===== src/rtl/bcd2bin_seq_if.sv =====
// bcd2bin_seq_if: valid/ready handshake bundle for the BCD-to-binary converter
//   in_valid/in_ready/bcd_in    : input word handshake (producer -> converter)
//   out_valid/out_ready/bin_out/bcd_err : result handshake (converter -> consumer)
interface bcd2bin_seq_if #(parameter int DIGITS = 3, parameter int BIN_W = 10);
  logic                  in_valid;
  logic                  in_ready;
  logic [4*DIGITS-1:0]   bcd_in;
  logic                  out_valid;
  logic                  out_ready;
  logic [BIN_W-1:0]      bin_out;
  logic                  bcd_err;
  modport master (output in_valid, bcd_in, out_ready, input in_ready, out_valid, bin_out, bcd_err);
  modport slave  (input in_valid, bcd_in, out_ready, output in_ready, out_valid, bin_out, bcd_err);
endinterface


===== src/rtl/bcd2bin_seq.sv =====
// bcd2bin_seq: sequential BCD-to-binary converter (reverse double-dabble, one bit per cycle)
//   clk_i  : clock, all state on posedge
//   rst_ni : asynchronous active-low reset
//   bus    : slave side of bcd2bin_seq_if (input word handshake, result handshake, error flag)
module bcd2bin_seq #(
  parameter int DIGITS = 3,
  parameter int BIN_W  = 10
) (
  input  logic          clk_i,
  input  logic          rst_ni,
  bcd2bin_seq_if.slave  bus
);
  localparam int BW = 4 * DIGITS;
  localparam int CW = $clog2(BIN_W + 1);
  if ((2 ** BIN_W) <= (10 ** DIGITS) - 1) begin : g_bad_width
    $error("bcd2bin_seq: BIN_W too small for DIGITS");
  end
  typedef enum logic [1:0] {IDLE, CONV, DONE} state_t;
  state_t            state_q;
  logic [BW-1:0]     bcd_q, bcd_d;
  logic [BIN_W-1:0]  bin_q, bin_d, bin_out_q;
  logic [CW-1:0]     cnt_q;
  logic              err_q, bad, last;
  logic [BW+BIN_W-1:0] sh;
  // one step: shift {bcd,bin} right, then pull every bcd nibble >= 8 back by 3
  always_comb begin
    sh = {bcd_q, bin_q} >> 1;
    bin_d = sh[BIN_W-1:0];
    bcd_d = sh[BW+BIN_W-1:BIN_W];
    for (int i = 0; i < DIGITS; i++)
      bcd_d[4*i +: 4] = sh[BIN_W+4*i +: 4] >= 4'd8 ? sh[BIN_W+4*i +: 4] - 4'd3 : sh[BIN_W+4*i +: 4];
    bad = 1'b0;
    for (int i = 0; i < DIGITS; i++)
      bad = bad | (bus.bcd_in[4*i +: 4] > 4'd9);
  end
  assign last          = cnt_q == CW'(BIN_W - 1);
  assign bus.in_ready  = state_q == IDLE;
  assign bus.out_valid = state_q == DONE;
  assign bus.bin_out   = bin_out_q;
  assign bus.bcd_err   = err_q;
  always_ff @(posedge clk_i or negedge rst_ni) begin
    if (!rst_ni) begin
      state_q   <= IDLE;
      bcd_q     <= '0;
      bin_q     <= '0;
      cnt_q     <= '0;
      bin_out_q <= '0;
      err_q     <= 1'b0;
    end else begin
      case (state_q)
        IDLE: if (bus.in_valid) begin
          if (bad) begin
            bin_out_q <= '0;
            err_q     <= 1'b1;
            state_q   <= DONE;
          end else begin
            bcd_q   <= bus.bcd_in;
            bin_q   <= '0;
            cnt_q   <= '0;
            state_q <= CONV;
          end
        end
        CONV: begin
          bcd_q <= bcd_d;
          bin_q <= bin_d;
          cnt_q <= cnt_q + CW'(1);
          if (last) begin
            bin_out_q <= bin_d;
            err_q     <= 1'b0;
            state_q   <= DONE;
          end
        end
        DONE: if (bus.out_ready) state_q <= IDLE;
        default: state_q <= IDLE;
      endcase
    end
  end
  // a legal word must be fully drained out of the bcd field by the last step
  always @(posedge clk_i)
    if (rst_ni && state_q == CONV && last) assert (bcd_d == '0);
endmodule


===== src/flat_wrapper.sv =====
// flat-port wrapper written by rule: the top's interface ports become plain ports
module bcd2bin_seq_flat 
#(
  parameter int DIGITS = 3,
  parameter int BIN_W  = 10
)
  (clk_i, rst_ni, bus_in_valid, bus_bcd_in, bus_out_ready, bus_in_ready, bus_out_valid, bus_bin_out, bus_bcd_err);
  bcd2bin_seq_if #(.DIGITS(DIGITS), .BIN_W(BIN_W)) bus_i ();
  input  logic clk_i;
  input  logic rst_ni;
  input wire logic [$bits(bus_i.in_valid)-1:0] bus_in_valid;
  input wire logic [$bits(bus_i.bcd_in)-1:0] bus_bcd_in;
  input wire logic [$bits(bus_i.out_ready)-1:0] bus_out_ready;
  output wire logic [$bits(bus_i.in_ready)-1:0] bus_in_ready;
  output wire logic [$bits(bus_i.out_valid)-1:0] bus_out_valid;
  output wire logic [$bits(bus_i.bin_out)-1:0] bus_bin_out;
  output wire logic [$bits(bus_i.bcd_err)-1:0] bus_bcd_err;
  assign bus_i.in_valid = bus_in_valid;
  assign bus_i.bcd_in = bus_bcd_in;
  assign bus_i.out_ready = bus_out_ready;
  assign bus_in_ready = bus_i.in_ready;
  assign bus_out_valid = bus_i.out_valid;
  assign bus_bin_out = bus_i.bin_out;
  assign bus_bcd_err = bus_i.bcd_err;
  bcd2bin_seq #(.DIGITS(DIGITS), .BIN_W(BIN_W)) u_core (.clk_i(clk_i), .rst_ni(rst_ni), .bus(bus_i));
endmodule

===== config.mk =====
export PLATFORM = sky130hd
export DESIGN_NAME = bcd2bin_seq_flat
export DESIGN_NICKNAME = d
export VERILOG_FILES = /design/src/rtl/bcd2bin_seq_if.sv /design/src/rtl/bcd2bin_seq.sv /design/src/flat_wrapper.sv
export SDC_FILE = /design/constraint.sdc
export NUM_CORES = 1
export LEC_CHECK = 0
export ABC_AREA = 1
export BUFFER_PORTS_ARGS = -buffer_cell sky130_fd_sc_hd__buf_2
export CORE_MARGIN = 1
export CORE_UTILIZATION = 35
export CTS_BUF_LIST = sky130_fd_sc_hd__clkbuf_8
export DETAILED_ROUTE_END_ITERATION = 10
export PLACE_DENSITY_LB_ADDON = 0.3
export SYNTH_ARGS = -nofsm -noshare
export SYNTH_HDL_FRONTEND = slang
export SYNTH_SLANG_ARGS = --single-unit

===== constraint.sdc =====
create_clock -name clk_i -period 1.33 [get_ports clk_i]
set_input_delay 0.0665 -clock clk_i [delete_from_list [all_inputs] [get_ports clk_i]]
set_output_delay 0.0665 -clock clk_i [all_outputs]
set_load 0.005 [all_outputs]

* After elaboration in Yosys (flattened, before gate mapping)
Cells that the tools add are included.
** Storage, ports and cells
- Memory bits (writable) :: 0
- Memory bits (read-only) :: 0
- Bits of input ports :: 16
- Register bits :: 39
- Memories :: 0
- Output and inout bits :: 13
- Latch bits :: 0
** Operators by class
- Bitwise gates (word level) :: 2
- Div/mod/pow operators :: 0
- $lt $le $gt $ge :: 6
- Equal/unequal tests :: 8
- Add/sub/neg operators :: 4
- Reductions and logical operators :: 5
- Shifts and indexed selects :: 0
- $mul :: 0
- Muxes and demuxes :: 25
** Operator list (number)
- $mux W10 :: 5
- $pmux W10 S2 :: 2
- $mux W12 :: 2
- $pmux W12 S2 :: 1
- $mux W4 :: 5
- $gt A4 B4 Y1 const B :: 3
- $ge A4 B4 Y1 const B :: 2
- $mux W2 :: 4
- $pmux W4 S2 :: 1
- $sub A4 B2 Y4 const B :: 2
- $ne A2 B2 Y1 const B :: 3
- $pmux W2 S3 :: 1
- $reduce_and A3 Y1 :: 2
- $add A4 B1 Y4 const B :: 1
- $eq A4 B4 Y1 const B :: 1
- $ge A3 B4 Y1 const B :: 1
- $ne A2 B1 Y1 const B :: 2
- $reduce_and A4 Y1 :: 1
- $sub A3 B2 Y4 const B :: 1
- $mux W1 :: 3
- $eq A2 B1 Y1 const B :: 1
- $eq A2 B2 Y1 const B :: 1
- $logic_not A2 Y1 :: 1
- $or A1 B1 Y1 :: 2
- other kinds (2) :: 2

* Logic depth before layout (Yosys ltp)
- Word-level depth :: 6
- Gate-level depth with buffers :: 9
- Depth with buffers taken out :: 8

* Least setup slack after synthesis
OpenSTA, ideal clock, no wires.
- Path kind :: register to register
- From :: register u_core.cnt_q[0]
- To :: register u_core.state_q[1]
- Path slack :: 60 ps
- Cell stages (with the launch flop) :: 8
- Path buffers :: 1
- Arrival :: 1142 ps
- Period minus slack after synthesis :: 1270 ps
- Cells stage by stage :: dfrtp_1 ha_1 nand3b_1 nand2_1 and2_1 nand2_2 buf_4 o21ai_0
** On the way
- Cells in the longest elaborated chain, start to end :: 3
** RTL lines
- start, declared :: line bcd2bin_seq.sv:22 : logic [CW-1:0] cnt_q;
- start signal, assigned :: line bcd2bin_seq.sv:66 : cnt_q <= cnt_q + CW'(1);
- $eq A4 B4 Y1 :: line bcd2bin_seq.sv:36 : assign last = cnt_q == CW'(BIN_W - 1);
- $ne A2 B1 Y1 (no line)
- $reduce_and A3 Y1 (no line)
- end signal, assigned :: line bcd2bin_seq.sv:43 : state_q <= IDLE;
- end signal, assigned :: line bcd2bin_seq.sv:55 : state_q <= DONE;
- end signal, assigned :: line bcd2bin_seq.sv:60 : state_q <= CONV;
- end, declared :: line bcd2bin_seq.sv:19 : state_t state_q;
No other way between the ends.
A chain may end at the register's enable or synchronous reset.

* Final worst setup path
- From :: register u_core.state_q[0]
- To :: register u_core.bin_out_q[5] (netlist: u_core.bus.bin_out[5])
** On the way
- Cells in the longest elaborated chain, start to end :: 3
- Elaborated cells on any way between the ends :: 8
- Classes of those cells :: eq/ne: 4; mux: 1; reduce/logical: 3
** RTL lines
- $eq A2 B1 Y1 or $logic_not A2 Y1 (tied branches) :: line bcd2bin_seq.sv:50 : case (state_q)
- $ne A2 B1 Y1 (no line) (tied with other cells)
- $reduce_and A4 Y1 (no line)
- end signal, assigned :: line bcd2bin_seq.sv:68 : bin_out_q <= bin_d;
- end, declared :: line bcd2bin_seq.sv:21 : logic [BIN_W-1:0] bin_q, bin_d, bin_out_q;
Several ways; a longest one is shown, not always the timed one.

==> flow_summary.toml <==
[sta]
fmax_mhz = 769.9
fin_crit_ps = 1299
skew_ps = 8.698
setup_tns_ps = 0
fin_ws_ps = 31.14
rsz0062_at_grt = "true"
slew_headroom_pct = 67.06
setup_viol = 0
maxSlewViolCount = 0
holdWs_ps = 102.7
fin_crit_sh_pct = 97.66
finalHoldViolations = 0
tightest_slew_ps = 494.1

[yosys]
postSynthCellCount = 254
synthTopCellsByArea = "dfrtp_1 (48%), nand2_1 (22%), nand3_1 (7.6%)"
syn_area_um2 = 1963
synth.distinct_cells = 22
synthTopCellsByCount = "nand2_1 (117), dfrtp_1 (38), nand3_1 (30), inv_1 (21), o21ai_0 (7)"
ys_ff_latch = 38
synth_edf_count = 0
ys.flop_type = "dfrtp_1"
ys_async_sr_fraction_pct = 100.0
yosysMostFrequentCell = "nand2_1"
synth_top_area_cell = "dfrtp_1"
synth-seq-area-share_pct = 48.44
synthesis.nets = 276
synth_area_per_cell_um2 = 7.729
synth_top_area_share_pct = 48.44
yosysWarnings = 0

[clock_tree]
clockRootBuffer = "clkbuf_8"
clkSinkCount = 38
clkLatencyLatePin_ps = 290
tritoncts = "built"
cts_buffers = 5
path_clk_slew_ps = 70
htree_levels = 2
clk_path_buf_depth = 2

[setup_path]
worstSetupStartpoint = "u_core.state_q[0]"
cp.arrival_ps = 1480
cp_max_fo = 5
rrSetupSlack_ps = 30
rr_worst_depth = 7
path_depth = 7
cpMostUsedCell = "buf_6"
path_cells = "buf_4 -> nor2_1 -> nand4_1 -> buf_6 -> buf_6 -> nand3_1 -> nand2_1"
slowest_stage = "dfrtp_1"
path_delay_family = "buffers and inverters"
cp.required_ps = 1510
r2r_start = "u_core.state_q[0]"
slowest_delay_ps = 410
crit_path_end_kind = "flop"
path_class = "reg2reg"
critPathLaunchType = "flop"
crit_buf_inv = 3

[detailed_routing]
vias = 1729
drc_errors = 0
wl_mm = 4.356
ant_nets = 0
vias_per_cell = 4.538
wl_per_cell_um = 11.43
drt_first_pass_iters = 4
drt_iter0_drc = 85

[pwr]
power_frac_comb_pct = 39.9
internal-power_mw = 3.307
vdd_ir_drop_max_v = 0.0008335
p_leak_nw = 1.526
pwr-share-seq_pct = 36.6
switchingPower_mw = 1.848
switching_share_pct = 35.86
clkPwrFrac_pct = 23.5
power.density_nw_per_um2 = 2003

[floorplanning]
start_util_pct = 37.48
die_h_um = 76.89
die_x_um = 76.89
ios = 29
fp.dieArea_um2 = 5912
core_area_um2 = 5238
num_rows = 26

[hold_path]
hp-start = "bus_bcd_in[4]"
holdPathStages = 5
min_path_type = "in2reg"

[global_route]
met2_usage_pct = 25.62
grtUsageTotal_pct = 15.63
grt_max_degree = 39
top_usage_layer = "met2"
antenna_found_initial = 0
grt_pass1_wl_mm = 7.327
grt_remaining_overflow = 0
grt_pass1_vias = 1617
use_met3_pct = 2.619
use_met1_pct = 20.15

[placed_design]
io_buffers = 28
pre_cts_ws_ps = -61.08
dp_hpwl_mm = 2.933
gp_congestion = 0.8156

[job]
max_cap_violations = 0

[finish]
nets = 332
antenna_cells = 0
drive_above_1_share_pct = 25.40
fillCellCount = 501
synthToLayoutAreaGrowth_pct = 31.10
multi_input_area_um2 = 887.1
regArea_um2 = 952.2

[status]
status = "complete, no violations"
## through the flow
step                      utilization, %  instances  cell area [µm²]  total power [mW]
after global placement             43.45        359             2276             3.622
after global routing               49.14        381             2574             5.555
after floorplan                        -        254             1963             3.025
after CTS                          46.85        370             2454             4.947
final                              49.14        381             2574             5.155
after detailed placement           43.45        359             2276             3.672
## worst paths after layout
| path | end |
|---|---|
| max | u_core.bus.bin_out[5] |
| min | u_core.bcd_q[4] |
| max reg2reg | u_core.bus.bin_out[5] |
| min reg2reg | u_core.bus.bin_out[2] |
| max in group asynchronous | u_core.state_q[1] |
| min in group asynchronous | u_core.bcd_q[6] |
## power groups by stage
stage | sequential (mW) | clock, mW | combinational [mW]
finish | 1.89 | 1.21 | 2.06
global route | 1.94 | 1.28 | 2.33
CTS | 1.88 | 1.24 | 1.82
detailed placement | 1.90 | 0 | 1.77
global placement | 1.89 | 0 | 1.73
floorplan | 1.85 | 0 | 1.18
## layout make-up
cell class / count / area share, %
multi-input combinational: 184 / 34.47
timing repair buffer: 58 / 16.24
sequential: 38 / 37.00
tap: 70 / 3.403
clock buffer: 6 / 3.209
inverter: 23 / 3.354
clock inverter: 2 / 2.333
## cells by family (layout without fill, tap and decap cells)
kind of cell | Yosys count | in the layout | share of synthesized area, %
DFF | 38 | 38 | 48.44
and+or+nand+nor | 163 | 164 | 35.25
AOI/OAI and AO/OA | 14 | 14 | 4.652
adders and majority gates | 6 | 6 | 3.824
buffers and inverters | 33 | 89 | 7.840
## sequential cells by signal (all words and copies together), names as in the netlist
register and count:
u_core.bcd_q 12, u_core.bin_q 9, u_core.bus.bcd_err 1, u_core.bus.bin_out 10, u_core.cnt_q 4, u_core.state_q 2
## metal layers
| layer | vias to the layer above | part of all wire [%] |
|---|---|---|
| met4 | 0 | 1.7 |
| met3 | 5 | 2.0 |
| met2 | 22 | 47 |
| met5 | - | 0 |
| li1 | 905 | - |
| met1 | 797 | 49 |
## worst register-to-register path, stage by stage (launching register included)
cell     delay (ps)
dfrtp_1         410
buf_4           140
nor2_1          110
nand4_1         120
buf_6           170
buf_6           130
nand3_1          60
nand2_1          60
## cell usage in the layout, fill, tap and decap left out, types with 2 or more instances in the layout
master and count:
buf_2 28, clkbuf_8 6, dfrtp_1 37, nand3_1 27
nand2_2 2, buf_4 20, inv_2 2, buf_6 6
o211ai_1 2, o21ai_0 5, nand2_1 117, nand3_2 3
or2_2 3, ha_1 6, o21ai_1 2, bufinv_16 2
nor2_1 3, a21oi_1 2, o21bai_1 2, buf_12 2
dlygate4sd3_1 2, nand3b_1 4, inv_1 21
## timing repair
item / in CTS / in global routing
buffers inserted: 1 / 9
hold endpoints to repair: 39 / 0
gates cloned: 0 / 2
endpoints found under the setup margin: 12 / 35
hold buffers: 2 / 0
pin swaps: 2 / 9
resized for setup: 2 / 13
Note: power is estimated with default switching activity, not from simulation.
